[src/rtl/bus_timer_pkg.sv]
// Shared bus field layout plus the timer register map and bit positions;
// firmware headers are generated from the constants below.
package bus_timer_pkg;

    localparam int BUS_IN_WIDTH  = 72;
    localparam int BUS_OUT_WIDTH = 34;

    typedef struct packed {
        logic        reset_b;
        logic        clk;
        logic        wr_req;
        logic        rd_req;
        logic [3:0]  be;
        logic [31:0] wdata;
        logic [31:0] addr;
    } bus_in_t;

    typedef struct packed {
        logic        wr_ack;
        logic        rd_ack;
        logic [31:0] rd_data;
    } bus_out_t;

    localparam logic [3:0] OFS_CTRL   = 4'h0;
    localparam logic [3:0] OFS_COUNT  = 4'h4;
    localparam logic [3:0] OFS_RELOAD = 4'h8;
    localparam logic [3:0] OFS_STATUS = 4'hC;

    localparam int CTRL_EN_BIT        = 0;
    localparam int CTRL_PERIODIC_BIT  = 1;
    localparam int CTRL_IRQ_EN_BIT    = 2;
    localparam int CTRL_PRESCALE_LSB  = 8;
    localparam int PRESCALE_W         = 16;

    localparam int STATUS_EXPIRED_BIT = 0;
    localparam int STATUS_EN_BIT      = 1;

    function automatic logic [31:0] byte_merge(input logic [31:0] old_val,
                                               input logic [31:0] wdata,
                                               input logic [3:0]  be);
        logic [31:0] merged;
        merged = old_val;
        for (int i = 0; i < 4; i++) begin
            if (be[i]) merged[8*i +: 8] = wdata[8*i +: 8];
        end
        return merged;
    endfunction

endpackage

[src/rtl/bus_timer_prescaler.sv]
// Prescaler for bus_timer: pcnt counts up while enabled and emits a tick
// on reaching the PRESCALE value, then wraps to 0.
module timer_prescaler (
    input  logic        clk,
    input  logic        reset,
    input  logic        en,
    input  logic        clear,
    input  logic [15:0] prescale,
    output logic        tick
);

    logic [15:0] pcnt;

    assign tick = en && (pcnt == prescale);

    always_ff @(posedge clk) begin
        if (reset) begin
            pcnt <= '0;
        end else if (clear || tick) begin
            pcnt <= '0;
        end else if (en) begin
            pcnt <= pcnt + 16'd1;
        end
    end

endmodule

[src/rtl/bus_timer.sv]
// Memory-mapped down-counting timer with a 16-byte register window,
// single-cycle bus acknowledge and a registered level interrupt.
module bus_timer
    import bus_timer_pkg::*;
#(
    parameter logic [31:0] BUS_ADDR = 32'h0200_0020
) (
    input  logic                     clk,
    input  logic                     reset,
    input  logic [BUS_IN_WIDTH-1:0]  bus_in,
    output logic [BUS_OUT_WIDTH-1:0] bus_out,
    output logic                     irq
);

    bus_in_t  bin;
    bus_out_t bout;

    logic        sel, rd_hit, wr_hit;
    logic [3:0]  ofs;
    logic        wr_ctrl, wr_count, wr_reload, wr_status;

    logic        en, periodic, irq_en, expired;
    logic [15:0] prescale;
    logic [31:0] count, reload;

    logic        en_next, periodic_next, irq_en_next, expired_next;
    logic [15:0] prescale_next;
    logic [31:0] count_next, reload_next;

    logic        tick, expiry;
    logic [31:0] rd_mux;
    logic        rd_ack_q, wr_ack_q;
    logic [31:0] rd_data_q;
    logic        unused_bus_fields;

    assign bin = bus_in;
    // The clock/reset fields of the bus and the byte lane bits play no part here.
    assign unused_bus_fields = ^{bin.clk, bin.reset_b, bin.addr[1:0]};

    assign sel    = (bin.addr[31:4] == BUS_ADDR[31:4]);
    assign ofs    = {bin.addr[3:2], 2'b00};
    assign rd_hit = sel && bin.rd_req;
    assign wr_hit = sel && bin.wr_req;

    assign wr_ctrl   = wr_hit && (ofs == OFS_CTRL);
    assign wr_count  = wr_hit && (ofs == OFS_COUNT);
    assign wr_reload = wr_hit && (ofs == OFS_RELOAD);
    assign wr_status = wr_hit && (ofs == OFS_STATUS);

    timer_prescaler u_prescaler (
        .clk      (clk),
        .reset    (reset),
        .en       (en),
        .clear    (wr_ctrl || wr_count),
        .prescale (prescale),
        .tick     (tick)
    );

    assign expiry = tick && (count == 32'd0);

    always_comb begin
        rd_mux = '0;
        case (ofs)
            OFS_CTRL: begin
                rd_mux[CTRL_EN_BIT]                       = en;
                rd_mux[CTRL_PERIODIC_BIT]                 = periodic;
                rd_mux[CTRL_IRQ_EN_BIT]                   = irq_en;
                rd_mux[CTRL_PRESCALE_LSB +: PRESCALE_W]   = prescale;
            end
            OFS_COUNT:  rd_mux = count;
            OFS_RELOAD: rd_mux = reload;
            OFS_STATUS: begin
                rd_mux[STATUS_EXPIRED_BIT] = expired;
                rd_mux[STATUS_EN_BIT]      = en;
            end
            default: rd_mux = '0;
        endcase
    end

    // Counting updates first; a bus write to the same register then overrides it.
    always_comb begin
        en_next       = en && !(expiry && !periodic);
        periodic_next = periodic;
        irq_en_next   = irq_en;
        prescale_next = prescale;
        count_next    = count;
        reload_next   = reload;
        expired_next  = expired;

        if (tick) begin
            if (count == 32'd0) count_next = periodic ? reload : 32'd0;
            else                count_next = count - 32'd1;
        end

        if (wr_ctrl) begin
            if (bin.be[0]) begin
                en_next       = bin.wdata[CTRL_EN_BIT];
                periodic_next = bin.wdata[CTRL_PERIODIC_BIT];
                irq_en_next   = bin.wdata[CTRL_IRQ_EN_BIT];
            end
            if (bin.be[1]) prescale_next[7:0]  = bin.wdata[CTRL_PRESCALE_LSB +: 8];
            if (bin.be[2]) prescale_next[15:8] = bin.wdata[CTRL_PRESCALE_LSB + 8 +: 8];
        end
        if (wr_count)  count_next  = byte_merge(count, bin.wdata, bin.be);
        if (wr_reload) reload_next = byte_merge(reload, bin.wdata, bin.be);
        if (wr_status && bin.be[0] && bin.wdata[STATUS_EXPIRED_BIT]) expired_next = 1'b0;
        if (expiry) expired_next = 1'b1;
    end

    always_ff @(posedge clk) begin
        if (reset) begin
            en        <= 1'b0;
            periodic  <= 1'b0;
            irq_en    <= 1'b0;
            prescale  <= '0;
            count     <= '0;
            reload    <= '0;
            expired   <= 1'b0;
            irq       <= 1'b0;
            rd_ack_q  <= 1'b0;
            wr_ack_q  <= 1'b0;
            rd_data_q <= '0;
        end else begin
            en        <= en_next;
            periodic  <= periodic_next;
            irq_en    <= irq_en_next;
            prescale  <= prescale_next;
            count     <= count_next;
            reload    <= reload_next;
            expired   <= expired_next;
            irq       <= expired && irq_en;
            rd_ack_q  <= rd_hit;
            wr_ack_q  <= wr_hit;
            rd_data_q <= rd_hit ? rd_mux : 32'd0;
        end
    end

    assign bout.rd_data = rd_data_q;
    assign bout.rd_ack  = rd_ack_q;
    assign bout.wr_ack  = wr_ack_q;
    assign bus_out      = bout;

endmodule

[config.mk]
export PLATFORM = sky130hd
export DESIGN_NAME = bus_timer
export DESIGN_NICKNAME = d
export VERILOG_FILES = /design/src/rtl/bus_timer_pkg.sv /design/src/rtl/bus_timer_prescaler.sv /design/src/rtl/bus_timer.sv
export SDC_FILE = /design/constraint.sdc
export NUM_CORES = 1
export LEC_CHECK = 0
export CORE_ASPECT_RATIO = 1.25
export CORE_MARGIN = 5
export CORE_UTILIZATION = 49
export DETAILED_ROUTE_END_ITERATION = 8
export PLACE_DENSITY_LB_ADDON = 0.08
export SLEW_MARGIN = 20
export SYNTH_ARGS = -nofsm -noshare
export SYNTH_HDL_FRONTEND = slang
export SYNTH_SLANG_ARGS = --single-unit
[constraint.sdc]
create_clock -name clk -period 2.8 [get_ports clk]
set_input_delay 0.42 -clock clk [delete_from_list [all_inputs] [get_ports clk]]
set_output_delay 0.42 -clock clk [all_outputs]
set_load 0.05 [all_outputs]
==> flow_metrics.py <==
metrics = {
    "critical_path": {
        "endpoint_kind": "register",
        "crit_arrival_ps": 2930,
        "critPathSlowestCell": "or4_4",
        "required_ps": 3060,
        "critPathLaunchType": "register",
        "crit_path_max_fanout": 13,
        "crit_chain": "or4_4, or4_4, buf_4, nor4_4, buf_4, a21oi_1, a222oi_1, a311oi_1",
        "worstSetupPathType": "register to register",
        "max_stage_delay_ps": 510,
    },
    "synth": {
        "syn-num-nets": 848,
        "ys_types": 60,
        "ys_warn_count": 0,
        "synthCells": 767,
        "synth_edf_count": 0,
        "syn_area_per_cell_um2": 8.74,
        "ys_ff_latch": 135,
        "synth_area_um2": 6700,
        "synth_ff_type": "dfxtp_1",
        "synth_seq_area_share_pct": 40.3,
        "async_reset_ff_share_pct": 0,
    },
    "sta": {
        "maxSlewHeadroom_pct": 30.5,
        "tightestPinTransition_ps": 1040,
        "finalMaxSlewViolations": 0,
        "setup_viol": 0,
        "finalHoldViolations": 0,
        "timing.final.crit_share_pct": 95.3,
        "clock_skew_ps": 8.75,
        "fin_hold_ws_ps": 519,
        "timing.fmax_mhz": 375,
        "period_needed_ps": 2670,
    },
    "grt": {
        "grt_start_max_net_pins": 80,
        "grt-ovfl-total": 0,
        "grtUsageTotal_pct": 25.6,
        "antenna_found_initial": 0,
        "grt_pass1_wl_um": 33300,
        "grt_pass1_vias": 6612,
    },
    "placed_design": {
        "routabilityCongestion": 0.923,
        "place_area_um2": 8230,
        "io_buffer_count": 104,
        "dp_hpwl_um": 14600,
    },
    "layout": {
        "final_nets": 973,
        "insertedDiodeCount": 0,
        "area_growth_syn_to_layout_pct": 32.1,
        "drive_gt1_share_pct": 11.0,
        "n_fill_cell": 1075,
        "fin_area_um2": 8850,
    },
    "power": {
        "p_leak_nw": 3.95,
        "max-vdd-ir-drop_v": 0.000412,
        "powerDensity_nw_per_um2": 501,
        "total_power_mw": 4.43,
    },
    "cts": {
        "numCtsBuffers": 17,
        "cts-hold-fix-buffers": 0,
        "root_buffer": "clkbuf_16",
        "cts_htree_levels": 4,
        "clk_path_buf_depth": 2,
        "clk_pin_slew_ps": 60,
        "insertion_delay_ps": 420,
        "cts_setup_buffers": 0,
        "cts.sinks": 135,
        "cts_tree": "built",
    },
    "detailed_routing": {
        "drc_errors": 0,
        "wirelength_um": 20300,
        "viasPerCell": 6.03,
        "vias": 6483,
        "wl_per_cell_um": 18.9,
        "dr.pass1.iters": 6,
        "drtAntennaViolNets": 0,
        "drtIter0Drc": 467,
    },
    "die": {
        "die_area_um2": 16100,
        "rows": 47,
        "die_width_um": 115,
        "die_height_um": 141,
        "num_io_pins": 109,
        "start_util_pct": 50.2,
        "core_um2": 13300,
    },
    "flow_run": {
        "timing.max_cap.violations": 0,
    },
    "status": {
        "status": "completed",
    },
    "min_path": {
        "min-delay-path-class": "register to register",
    },
}
[metrics by stage]
step                TNS [ps]  cells  setup slack [ps]  utilization [%]
global placement       -66.3   1044             -48.1             61.6
global route           -5.27   1076             -5.27             66.3
floorplan                  0    767               184                -
detailed placement      -370   1044             -61.2             61.6
finish                     0   1076               131             66.3
CTS                        0   1076               108             66.3
[repair_timing]
action | CTS | global route
setup endpoints to repair | 0 | 5
hold endpoints to repair | 0 | 0
resized for setup | 0 | 1
[power breakdown]
part | total, mW | leakage (nW) | internal (mW) | switching (mW)
Sequential | 1.92 | 1.09 | 1.92 | 0.000000000832
Clock | 2.31 | 0.293 | 1.47 | 0.838
Combinational | 0.198 | 2.57 | 0.103 | 0.0949
Total | 4.43 | 3.95 | 3.50 | 0.933
[placed cells by master, fill, tap and decap left out, types with 5 or more instances in the layout]
cell type / n
dfxtp_1: 135
nor2_1: 120
clkdlybuf4s50_1: 103
mux2i_1: 57
nand2_1: 51
buf_4: 51
xor2_1: 42
and3_1: 31
nand3_1: 30
a21oi_1: 24
nor3_1: 19
a22oi_1: 19
nor4_1: 18
a222oi_1: 18
clkbuf_16: 17
xnor2_1: 16
a211oi_1: 12
o32ai_1: 11
a31oi_1: 8
nand4_1: 7
ha_1: 7
o211ai_1: 6
or3_1: 6
or4_1: 6
inv_1: 5
buf_12: 5
[per-layer routing]
layer | GRT usage, % | routed length (um) | vias to the layer above | share of wire [%]
met5 | 0 | 0 | - | 0
met2 | 43.3 | 10200 | 290 | 50
met1 | 30.6 | 8140 | 3066 | 40
met3 | 4.41 | 1240 | 59 | 6.1
met4 | 13.5 | 724 | 0 | 3.6
li1 | - | - | 3068 | -
[registers in the layout (all words and copies together) (netlist names), 16 cells and up]
signal            cells
rd_data_q            32
u_prescaler.pcnt     16
reload               32
prescale             16
count                32
[cell usage after synthesis (11+ instances only)]
library cell	number	area [um^2]
dfxtp_1	135	2700
nor2_1	120	450
mux2i_1	57	571
nand2_1	51	191
clkbuf_1	43	161
xor2_1	42	368
and3_1	31	194
nand3_1	30	150
a21oi_1	24	120
nor3_1	20	100
a22oi_1	19	143
a222oi_1	18	180
nor4_1	18	113
xnor2_1	16	140
a211oi_1	12	90.1
o32ai_1	11	96.3
[final timing paths]
check,start,to,cells after the start,slack (ps)
max,count[26],count[14],8,130
min,expired,irq,1,520
max reg2reg,count[26],count[14],8,130
min reg2reg,expired,irq,1,520
[final cells by class]
cell class | instances | area, um^2 | share of cell area (%)
sequential | 135 | 2700 | 30.5
clock buffer | 22 | 474 | 5.36
clock inverter | 10 | 144 | 1.63
multi-input combinational | 571 | 3760 | 42.5
inverter | 6 | 22.5 | 0.255
tap | 171 | 214 | 2.42
timing repair buffer | 161 | 1530 | 17.3
[critical path: cells and delay by family (launching register included)]
family          cells  cell delay (ps)
simple gates        3             1220
flops               1              350
buf+inv             2              420
compound gates      3              500
[logic make-up (layout without fill, tap and decap cells)]
family,count (synthesis),count (layout),share of synthesized area (%)
DFF,135,135,40.3
AOI/OAI and AO/OA,128,128,14.4
and+or+nand+nor,320,320,24.0
muxes,58,58,8.68
xor gates and xnor gates,58,58,7.58
buffers and inverters,61,199,3.73
adders and majority gates,7,7,1.31
Power figures use the tool's default switching activity.
